### src/rtl/keypad_entry_pkg.sv
// keypad_entry_pkg
// Shared constants, debounce FSM state type and key-decoding helpers for the
// keypad entry block (keypad_entry, key_debounce, keypad_entry_if).
package keypad_entry_pkg;

    localparam int unsigned BCD_W            = 4;
    localparam int unsigned MAX_DIGITS       = 3;
    localparam int unsigned MAX_TENS         = 5;
    localparam int unsigned DEBOUNCE_DEFAULT = 8;
    localparam int unsigned NUM_KEYS         = 10;
    // Wide enough for the largest legal debounce length (255).
    localparam int unsigned CNT_W            = 8;

    typedef enum logic [1:0] {
        StIdle      = 2'd0,
        StPressDb   = 2'd1,
        StReleaseDb = 2'd2
    } db_state_e;

    // Exactly one line high is a key; none or several lines count as no key.
    function automatic logic key_is_valid(input logic [NUM_KEYS-1:0] keys);
        return $onehot(keys);
    endfunction

    function automatic logic [BCD_W-1:0] key_to_bcd(input logic [NUM_KEYS-1:0] keys);
        logic [BCD_W-1:0] d;
        d = '0;
        for (int i = 0; i < NUM_KEYS; i++) begin
            if (keys[i]) d = BCD_W'(i);
        end
        return d;
    endfunction

endpackage

### src/rtl/keypad_entry_if.sv
// keypad_entry_if
// Bundles the keypad entry inputs (raw keys, busy, commit, cancel) and its
// registered outputs (BCD digit buffer, digit count, load/error/accept pulses).
//   master : drives keys/busy/commit/cancel, observes the outputs
//   slave  : the keypad_entry side
interface keypad_entry_if;

    logic [keypad_entry_pkg::NUM_KEYS-1:0] keys;
    logic                                  busy;
    logic                                  commit;
    logic                                  cancel;
    logic [keypad_entry_pkg::BCD_W-1:0]    minutes;
    logic [keypad_entry_pkg::BCD_W-1:0]    tens_sec;
    logic [keypad_entry_pkg::BCD_W-1:0]    units_sec;
    logic [1:0]                            digit_count;
    logic                                  load;
    logic                                  entry_error;
    logic                                  key_accept;

    modport master (
        output keys, busy, commit, cancel,
        input  minutes, tens_sec, units_sec, digit_count, load, entry_error, key_accept
    );

    modport slave (
        input  keys, busy, commit, cancel,
        output minutes, tens_sec, units_sec, digit_count, load, entry_error, key_accept
    );

endinterface

### src/rtl/key_debounce.sv
// key_debounce
// Debounces the raw keypad lines: a single key must be stable for
// DEBOUNCE_CYCLES samples to be accepted, and all keys must then read
// released for DEBOUNCE_CYCLES consecutive samples before the next press.
//   clk, clear : clock and synchronous active-high reset
//   keys_i     : raw keypad lines
//   accept_o   : high in the cycle the press is accepted (registered by parent)
//   digit_o    : BCD value of the latched key
module key_debounce
    import keypad_entry_pkg::*;
#(
    parameter int unsigned DEBOUNCE_CYCLES = DEBOUNCE_DEFAULT
) (
    input  logic                clk,
    input  logic                clear,
    input  logic [NUM_KEYS-1:0] keys_i,
    output logic                accept_o,
    output logic [BCD_W-1:0]    digit_o
);

    localparam logic [CNT_W-1:0] CntLast = CNT_W'(DEBOUNCE_CYCLES);

    db_state_e           state_q, state_d;
    logic [CNT_W-1:0]    cnt_q, cnt_d;
    logic [NUM_KEYS-1:0] code_q, code_d;
    logic [CNT_W-1:0]    cnt_inc;

    assign cnt_inc = cnt_q + CNT_W'(1);

    always_comb begin
        state_d  = state_q;
        cnt_d    = cnt_q;
        code_d   = code_q;
        accept_o = 1'b0;
        unique case (state_q)
            StIdle: begin
                if (key_is_valid(keys_i)) begin
                    state_d = StPressDb;
                    code_d  = keys_i;
                    cnt_d   = CNT_W'(1);
                end
            end
            StPressDb: begin
                if (keys_i != code_q) begin
                    state_d = StIdle;
                    cnt_d   = '0;
                end else if (cnt_inc == CntLast) begin
                    state_d  = StReleaseDb;
                    cnt_d    = '0;
                    accept_o = 1'b1;
                end else begin
                    cnt_d = cnt_inc;
                end
            end
            StReleaseDb: begin
                // Any line bouncing high restarts the release window.
                if (keys_i != '0) begin
                    cnt_d = '0;
                end else if (cnt_inc == CntLast) begin
                    state_d = StIdle;
                    cnt_d   = '0;
                end else begin
                    cnt_d = cnt_inc;
                end
            end
            default: begin
                state_d = StIdle;
                cnt_d   = '0;
            end
        endcase
    end

    always_ff @(posedge clk) begin
        if (clear) begin
            state_q <= StIdle;
            cnt_q   <= '0;
            code_q  <= '0;
        end else begin
            state_q <= state_d;
            cnt_q   <= cnt_d;
            code_q  <= code_d;
        end
    end

    assign digit_o = key_to_bcd(code_q);

endmodule

### src/rtl/keypad_entry.sv
// keypad_entry
// Microwave keypad time entry: debounced digits shift into a three-digit BCD
// buffer (minutes, tens of seconds, seconds); a start edge either loads the
// timer or flags an invalid entry; cancel empties the buffer.
//   clk, clear : clock and synchronous active-high reset
//   kp_io      : keypad_entry_if slave (keys/busy/commit/cancel in,
//                digits, digit_count, load, entry_error, key_accept out)
module keypad_entry
    import keypad_entry_pkg::*;
#(
    parameter int unsigned DEBOUNCE_CYCLES = DEBOUNCE_DEFAULT
) (
    input  logic          clk,
    input  logic          clear,
    keypad_entry_if.slave kp_io
);

    logic             db_accept;
    logic [BCD_W-1:0] db_digit;

    key_debounce #(
        .DEBOUNCE_CYCLES(DEBOUNCE_CYCLES)
    ) u_debounce (
        .clk     (clk),
        .clear   (clear),
        .keys_i  (kp_io.keys),
        .accept_o(db_accept),
        .digit_o (db_digit)
    );

    logic [BCD_W-1:0] min_q, min_d;
    logic [BCD_W-1:0] tens_q, tens_d;
    logic [BCD_W-1:0] units_q, units_d;
    logic [1:0]       count_q, count_d;
    logic             load_q, load_d;
    logic             err_q, err_d;
    logic             accept_q, accept_d;
    logic             commit_q, commit_d;
    logic             commit_edge;
    logic             commit_ok;

    always_comb begin
        commit_edge = kp_io.commit & ~commit_q;
        commit_ok   = (count_q != 2'd0) && (tens_q <= BCD_W'(MAX_TENS));

        min_d    = min_q;
        tens_d   = tens_q;
        units_d  = units_q;
        count_d  = count_q;
        load_d   = 1'b0;
        err_d    = 1'b0;
        accept_d = db_accept;
        commit_d = kp_io.commit;

        // Cancel beats commit beats digit entry; a digit arriving alongside
        // either is dropped. The cycle after a load pulse empties the buffer.
        if (kp_io.cancel) begin
            min_d   = '0;
            tens_d  = '0;
            units_d = '0;
            count_d = '0;
        end else if (commit_edge) begin
            if (!kp_io.busy) begin
                if (commit_ok) load_d = 1'b1;
                else           err_d  = 1'b1;
            end
        end else if (load_q) begin
            min_d   = '0;
            tens_d  = '0;
            units_d = '0;
            count_d = '0;
        end else if (db_accept && !kp_io.busy && (count_q < 2'(MAX_DIGITS))) begin
            min_d   = tens_q;
            tens_d  = units_q;
            units_d = db_digit;
            count_d = count_q + 2'd1;
        end
    end

    always_ff @(posedge clk) begin
        if (clear) begin
            min_q    <= '0;
            tens_q   <= '0;
            units_q  <= '0;
            count_q  <= '0;
            load_q   <= 1'b0;
            err_q    <= 1'b0;
            accept_q <= 1'b0;
            commit_q <= 1'b0;
        end else begin
            min_q    <= min_d;
            tens_q   <= tens_d;
            units_q  <= units_d;
            count_q  <= count_d;
            load_q   <= load_d;
            err_q    <= err_d;
            accept_q <= accept_d;
            commit_q <= commit_d;
        end
    end

    assign kp_io.minutes     = min_q;
    assign kp_io.tens_sec    = tens_q;
    assign kp_io.units_sec   = units_q;
    assign kp_io.digit_count = count_q;
    assign kp_io.load        = load_q;
    assign kp_io.entry_error = err_q;
    assign kp_io.key_accept  = accept_q;

endmodule

### src/flat_wrapper.sv
// flat-port wrapper written by rule: the top's interface ports become plain ports
module keypad_entry_flat import keypad_entry_pkg::*;
#(
    parameter int unsigned DEBOUNCE_CYCLES = DEBOUNCE_DEFAULT
)
  (clk, clear, kp_io_keys, kp_io_busy, kp_io_commit, kp_io_cancel, kp_io_minutes, kp_io_tens_sec, kp_io_units_sec, kp_io_digit_count, kp_io_load, kp_io_entry_error, kp_io_key_accept);
  keypad_entry_if kp_io_i ();
  input  logic clk;
  input  logic clear;
  input wire logic [$bits(kp_io_i.keys)-1:0] kp_io_keys;
  input wire logic [$bits(kp_io_i.busy)-1:0] kp_io_busy;
  input wire logic [$bits(kp_io_i.commit)-1:0] kp_io_commit;
  input wire logic [$bits(kp_io_i.cancel)-1:0] kp_io_cancel;
  output wire logic [$bits(kp_io_i.minutes)-1:0] kp_io_minutes;
  output wire logic [$bits(kp_io_i.tens_sec)-1:0] kp_io_tens_sec;
  output wire logic [$bits(kp_io_i.units_sec)-1:0] kp_io_units_sec;
  output wire logic [$bits(kp_io_i.digit_count)-1:0] kp_io_digit_count;
  output wire logic [$bits(kp_io_i.load)-1:0] kp_io_load;
  output wire logic [$bits(kp_io_i.entry_error)-1:0] kp_io_entry_error;
  output wire logic [$bits(kp_io_i.key_accept)-1:0] kp_io_key_accept;
  assign kp_io_i.keys = kp_io_keys;
  assign kp_io_i.busy = kp_io_busy;
  assign kp_io_i.commit = kp_io_commit;
  assign kp_io_i.cancel = kp_io_cancel;
  assign kp_io_minutes = kp_io_i.minutes;
  assign kp_io_tens_sec = kp_io_i.tens_sec;
  assign kp_io_units_sec = kp_io_i.units_sec;
  assign kp_io_digit_count = kp_io_i.digit_count;
  assign kp_io_load = kp_io_i.load;
  assign kp_io_entry_error = kp_io_i.entry_error;
  assign kp_io_key_accept = kp_io_i.key_accept;
  keypad_entry #(.DEBOUNCE_CYCLES(DEBOUNCE_CYCLES)) u_core (.clk(clk), .clear(clear), .kp_io(kp_io_i));
endmodule
### config.mk
export PLATFORM = sky130hd
export DESIGN_NAME = keypad_entry_flat
export DESIGN_NICKNAME = d
export VERILOG_FILES = /design/src/rtl/keypad_entry_pkg.sv /design/src/rtl/keypad_entry_if.sv /design/src/rtl/key_debounce.sv /design/src/rtl/keypad_entry.sv /design/src/flat_wrapper.sv
export SDC_FILE = /design/constraint.sdc
export NUM_CORES = 1
export LEC_CHECK = 0
export CAP_MARGIN = 30
export CORE_UTILIZATION = 30
export CTS_CLUSTER_DIAMETER = 60
export DETAILED_ROUTE_END_ITERATION = 16
export PLACE_DENSITY_LB_ADDON = 0.2
export SLEW_MARGIN = 20
export SYNTH_ARGS = -nofsm -noshare
export SYNTH_HDL_FRONTEND = slang
export SYNTH_SLANG_ARGS = --single-unit
### constraint.sdc
create_clock -name clk -period 5.5 [get_ports clk]
set_input_delay 0.825 -clock clk [delete_from_list [all_inputs] [get_ports clk]]
set_output_delay 0.825 -clock clk [all_outputs]
set_load 0.02 [all_outputs]
==> impl_metrics.yaml <==
run_status:
  status: "finished, final reports clean"
cells_and_area:
  final_common_cell: "dfxtp_1"
  drive_gt1_frac: 0.0675
  n_fill_cell: 665
  antenna_cells: 0
  multi_input_area_sq_um: 1200
  layout-area-overhead-vs-synth_pct: 22.7
  layoutNonFillerInstCount: 329
  design_area_sq_um: 2550
  area.sequential_sq_um: 761
  final_util: 0.391
  mostFrequentLayoutCells: "dfxtp_1 (38), clkdlybuf4s50_1 (31), nor2_1 (18)"
  final_nets: 279
timing:
  worstMarginPinSlew_ns: 0.916
  setup_tns_ns: 0
  slew_headroom: 0.387
  rsz0062_at_grt: "no"
  timing.hold.ws_ns: 0.483
  setup_viol: 0
  clock_skew_ns: 0.00789
  post-route-period-util: 0.873
  hold_viol_final: 0
  fmax_ghz: 0.208
  slew_violations: 0
  period_minus_slack_ns: 4.80
critical_path:
  crit_path_max_incr_delay_ns: 0.55
  worstSetupEndpointType: "flop"
  critical_path_class: "input port to flop"
  cp_data_arrival_time_ns: 4.94
  crit_chain: "clkdlybuf4s50_1, fa_1, fa_1, inv_1, fa_1, inv_1, ha_1, inv_1, fa_1, a2111oi_0, a21oi_1, nor4_2, buf_4, mux2i_1, nor2_1"
  cpMostUsedCell: "fa_1"
  slowest_stage: "fa_1"
  critPathMaxFanout: 10
  required_ns: 5.64
  cp-start-kind: "input port"
grt:
  overflow: 0
  antenna_found_initial: 0
  grt_pass1_wl_mm: 7.84
  grt_start_max_net_pins: 26
  grt_pass1_vias: 1642
  track_usage: 0.137
place:
  io_buffers: 31
  finalWeightedCongestion: 0.776
  dpl_cell_area_sq_um: 2450
  dpl.hpwl_mm: 3.42
  dpl.cell_count: 321
logic_synthesis:
  muxShareOfSynthArea: 0.0631
  synth_xor_area_frac: 0.0505
  synth_area_per_cell_sq_um: 9.37
  ys_ff_latch: 38
  synth_flop_cell: "dfxtp_1"
  synth_top_family_by_area: "simple AND/OR/NAND/NOR gates"
  synth-seq-area-share: 0.366
  synth_area_sq_um: 2080
  synth_compound_area_frac: 0.158
  syn_nets: 250
  synth_fa_ha_area_frac: 0.0998
  synth_edf_count: 0
  yosys_warnings: 0
  synth_cell_types: 46
  yosys.area_share.simple: 0.200
  syn_inst: 222
  synthArstFlopShare: 0
clock_tree:
  clkTransAtPathRegs_ns: 0.07
  clk_latency_ns: 0.29
  cts_setup_buffers: 0
  numClockSinks: 38
  cts_made_buffers: 5
  cts_root_buffer: "clkbuf_8"
  tritoncts: "built"
  clk_path_buf_depth: 2
  h-tree-depth: 2
  hold_buffers: 0
  post_cts_resized: 0
die:
  initial_core_util: 0.319
  die_w_um: 85.3
  die_h_um: 85.3
  die-area_sq_um: 7270
  core-area_sq_um: 6530
  io_pins: 32
  row_count: 29
run:
  timing.max_cap.violations: 0
worst_hold_path:
  hold_class: "flop to flop"
power:
  irDropWorstVdd_mv: 0.159
  power.switching_uw: 228
  p_leak_uw: 0.000897
  p_comb_frac: 0.258
  clkPwrFrac: 0.316
  swShare: 0.305
  p_int_uw: 518
  power_frac_seq: 0.426
  pwr_density_cell_nw_per_um2: 292
route:
  firstDrtPassIters: 4
  wire_per_inst_um: 13.7
  totalWireLength_mm: 4.52
  postRouteAntennaNets: 0
  drc_errors: 0
  viasPerCell: 5.00
  drt_iter0_drc: 59
  num_vias: 1645
-- routing by layer --
layer	routed length [um]	GRT usage	part of all wire	vias to the layer above
met3	108	0.0360	0.024	2
met2	1920	0.204	0.42	20
met4	24	0.0379	0.0053	0
li1	-	-	-	851
met5	0	0	0	-
met1	2470	0.195	0.55	772
-- Yosys cell counts, types with 2 or more instances --
cell type / n / area (sq um)
dfxtp_1: 38 / 761
nor2_1: 18 / 67.6
inv_1: 16 / 60.1
mux2i_1: 12 / 120
xnor2_1: 12 / 105
a21oi_1: 11 / 55.1
a22o_1: 11 / 96.3
nand3_1: 9 / 45.0
clkbuf_1: 7 / 26.3
ha_1: 7 / 87.6
nand2_1: 7 / 26.3
fa_1: 6 / 120
nand4_1: 6 / 37.5
nor3_1: 6 / 30.0
a311oi_1: 5 / 43.8
nor2b_1: 5 / 31.3
nand2b_1: 4 / 25.0
o21ai_0: 4 / 20.0
buf_6: 3 / 33.8
nor4_1: 3 / 18.8
and3_1: 2 / 12.5
buf_2: 2 / 10.0
nor3b_1: 2 / 15.0
o21bai_1: 2 / 15.0
or2_2: 2 / 12.5
or3_1: 2 / 12.5
-- worst paths after layout --
kind                                                  from  cells after the start  slack, ns                          end
worst max-delay path                         kp_io_keys[0]                     15       0.70  u_core.u_debounce.code_q[4]
worst min register to register     u_core.kp_io.minutes[1]                      1       0.48      u_core.kp_io.minutes[1]
worst min-delay path               u_core.kp_io.minutes[1]                      1       0.48      u_core.kp_io.minutes[1]
worst max register to register  u_core.u_debounce.cnt_q[0]                      7       2.58  u_core.kp_io.digit_count[0]
-- state kept, by name, summed over array words and instances (netlist names), 2 cells and up --
signal	count
u_core.u_debounce.code_q	10
u_core.u_debounce.cnt_q	8
u_core.kp_io.minutes	4
u_core.kp_io.tens_sec	4
u_core.kp_io.units_sec	4
u_core.kp_io.digit_count	2
u_core.u_debounce.state_q	2
-- worst max-delay path: cells and delay by family --
kind | cells | cell delay [ns]
adder cells (fa/ha/maj) | 5 | 2.00
multiplexers | 1 | 0.23
buffers and inverters | 5 | 0.98
AND/OR/NAND/NOR | 2 | 0.39
AO/OA/AOI/OAI | 2 | 0.51
-- stage by stage --
step,power (uW),setup slack (ns)
after detailed placement,517,0.381
after CTS,754,0.687
after global placement,516,0.469
after global routing,792,0.437
final,746,0.699
after floorplan,460,0.988
-- area by class of cell --
cell class                      instances  area share
Clock buffer                            7      0.0299
Clock inverter                          1      0.0118
Inverter                               16      0.0235
Multi-Input combinational cell        156       0.469
Sequential cell                        38       0.298
Tap cell                               77      0.0377
Timing Repair Buffer                   34       0.130
-- power groups by stage --
stage	Combinational [uW]	Sequential [uW]	Clock [uW]
final	192	318	236
after global routing	216	321	256
after global placement	192	325	0
after CTS	195	317	242
after floorplan	142	318	0
after detailed placement	194	323	0
-- kinds of logic (layout without fill, tap and decap cells) --
logic type               after synthesis  after routing
multiplexers                          13             13
flip-flops                            38             38
buffers and inverters                 28             58
adder cells (fa/ha/maj)               13             13
AND/OR/NAND/NOR                       74             74
XOR/XNOR                              12             12
AO/OA/AOI/OAI                         44             44
No activity file was read; power rests on OpenSTA's default activity.
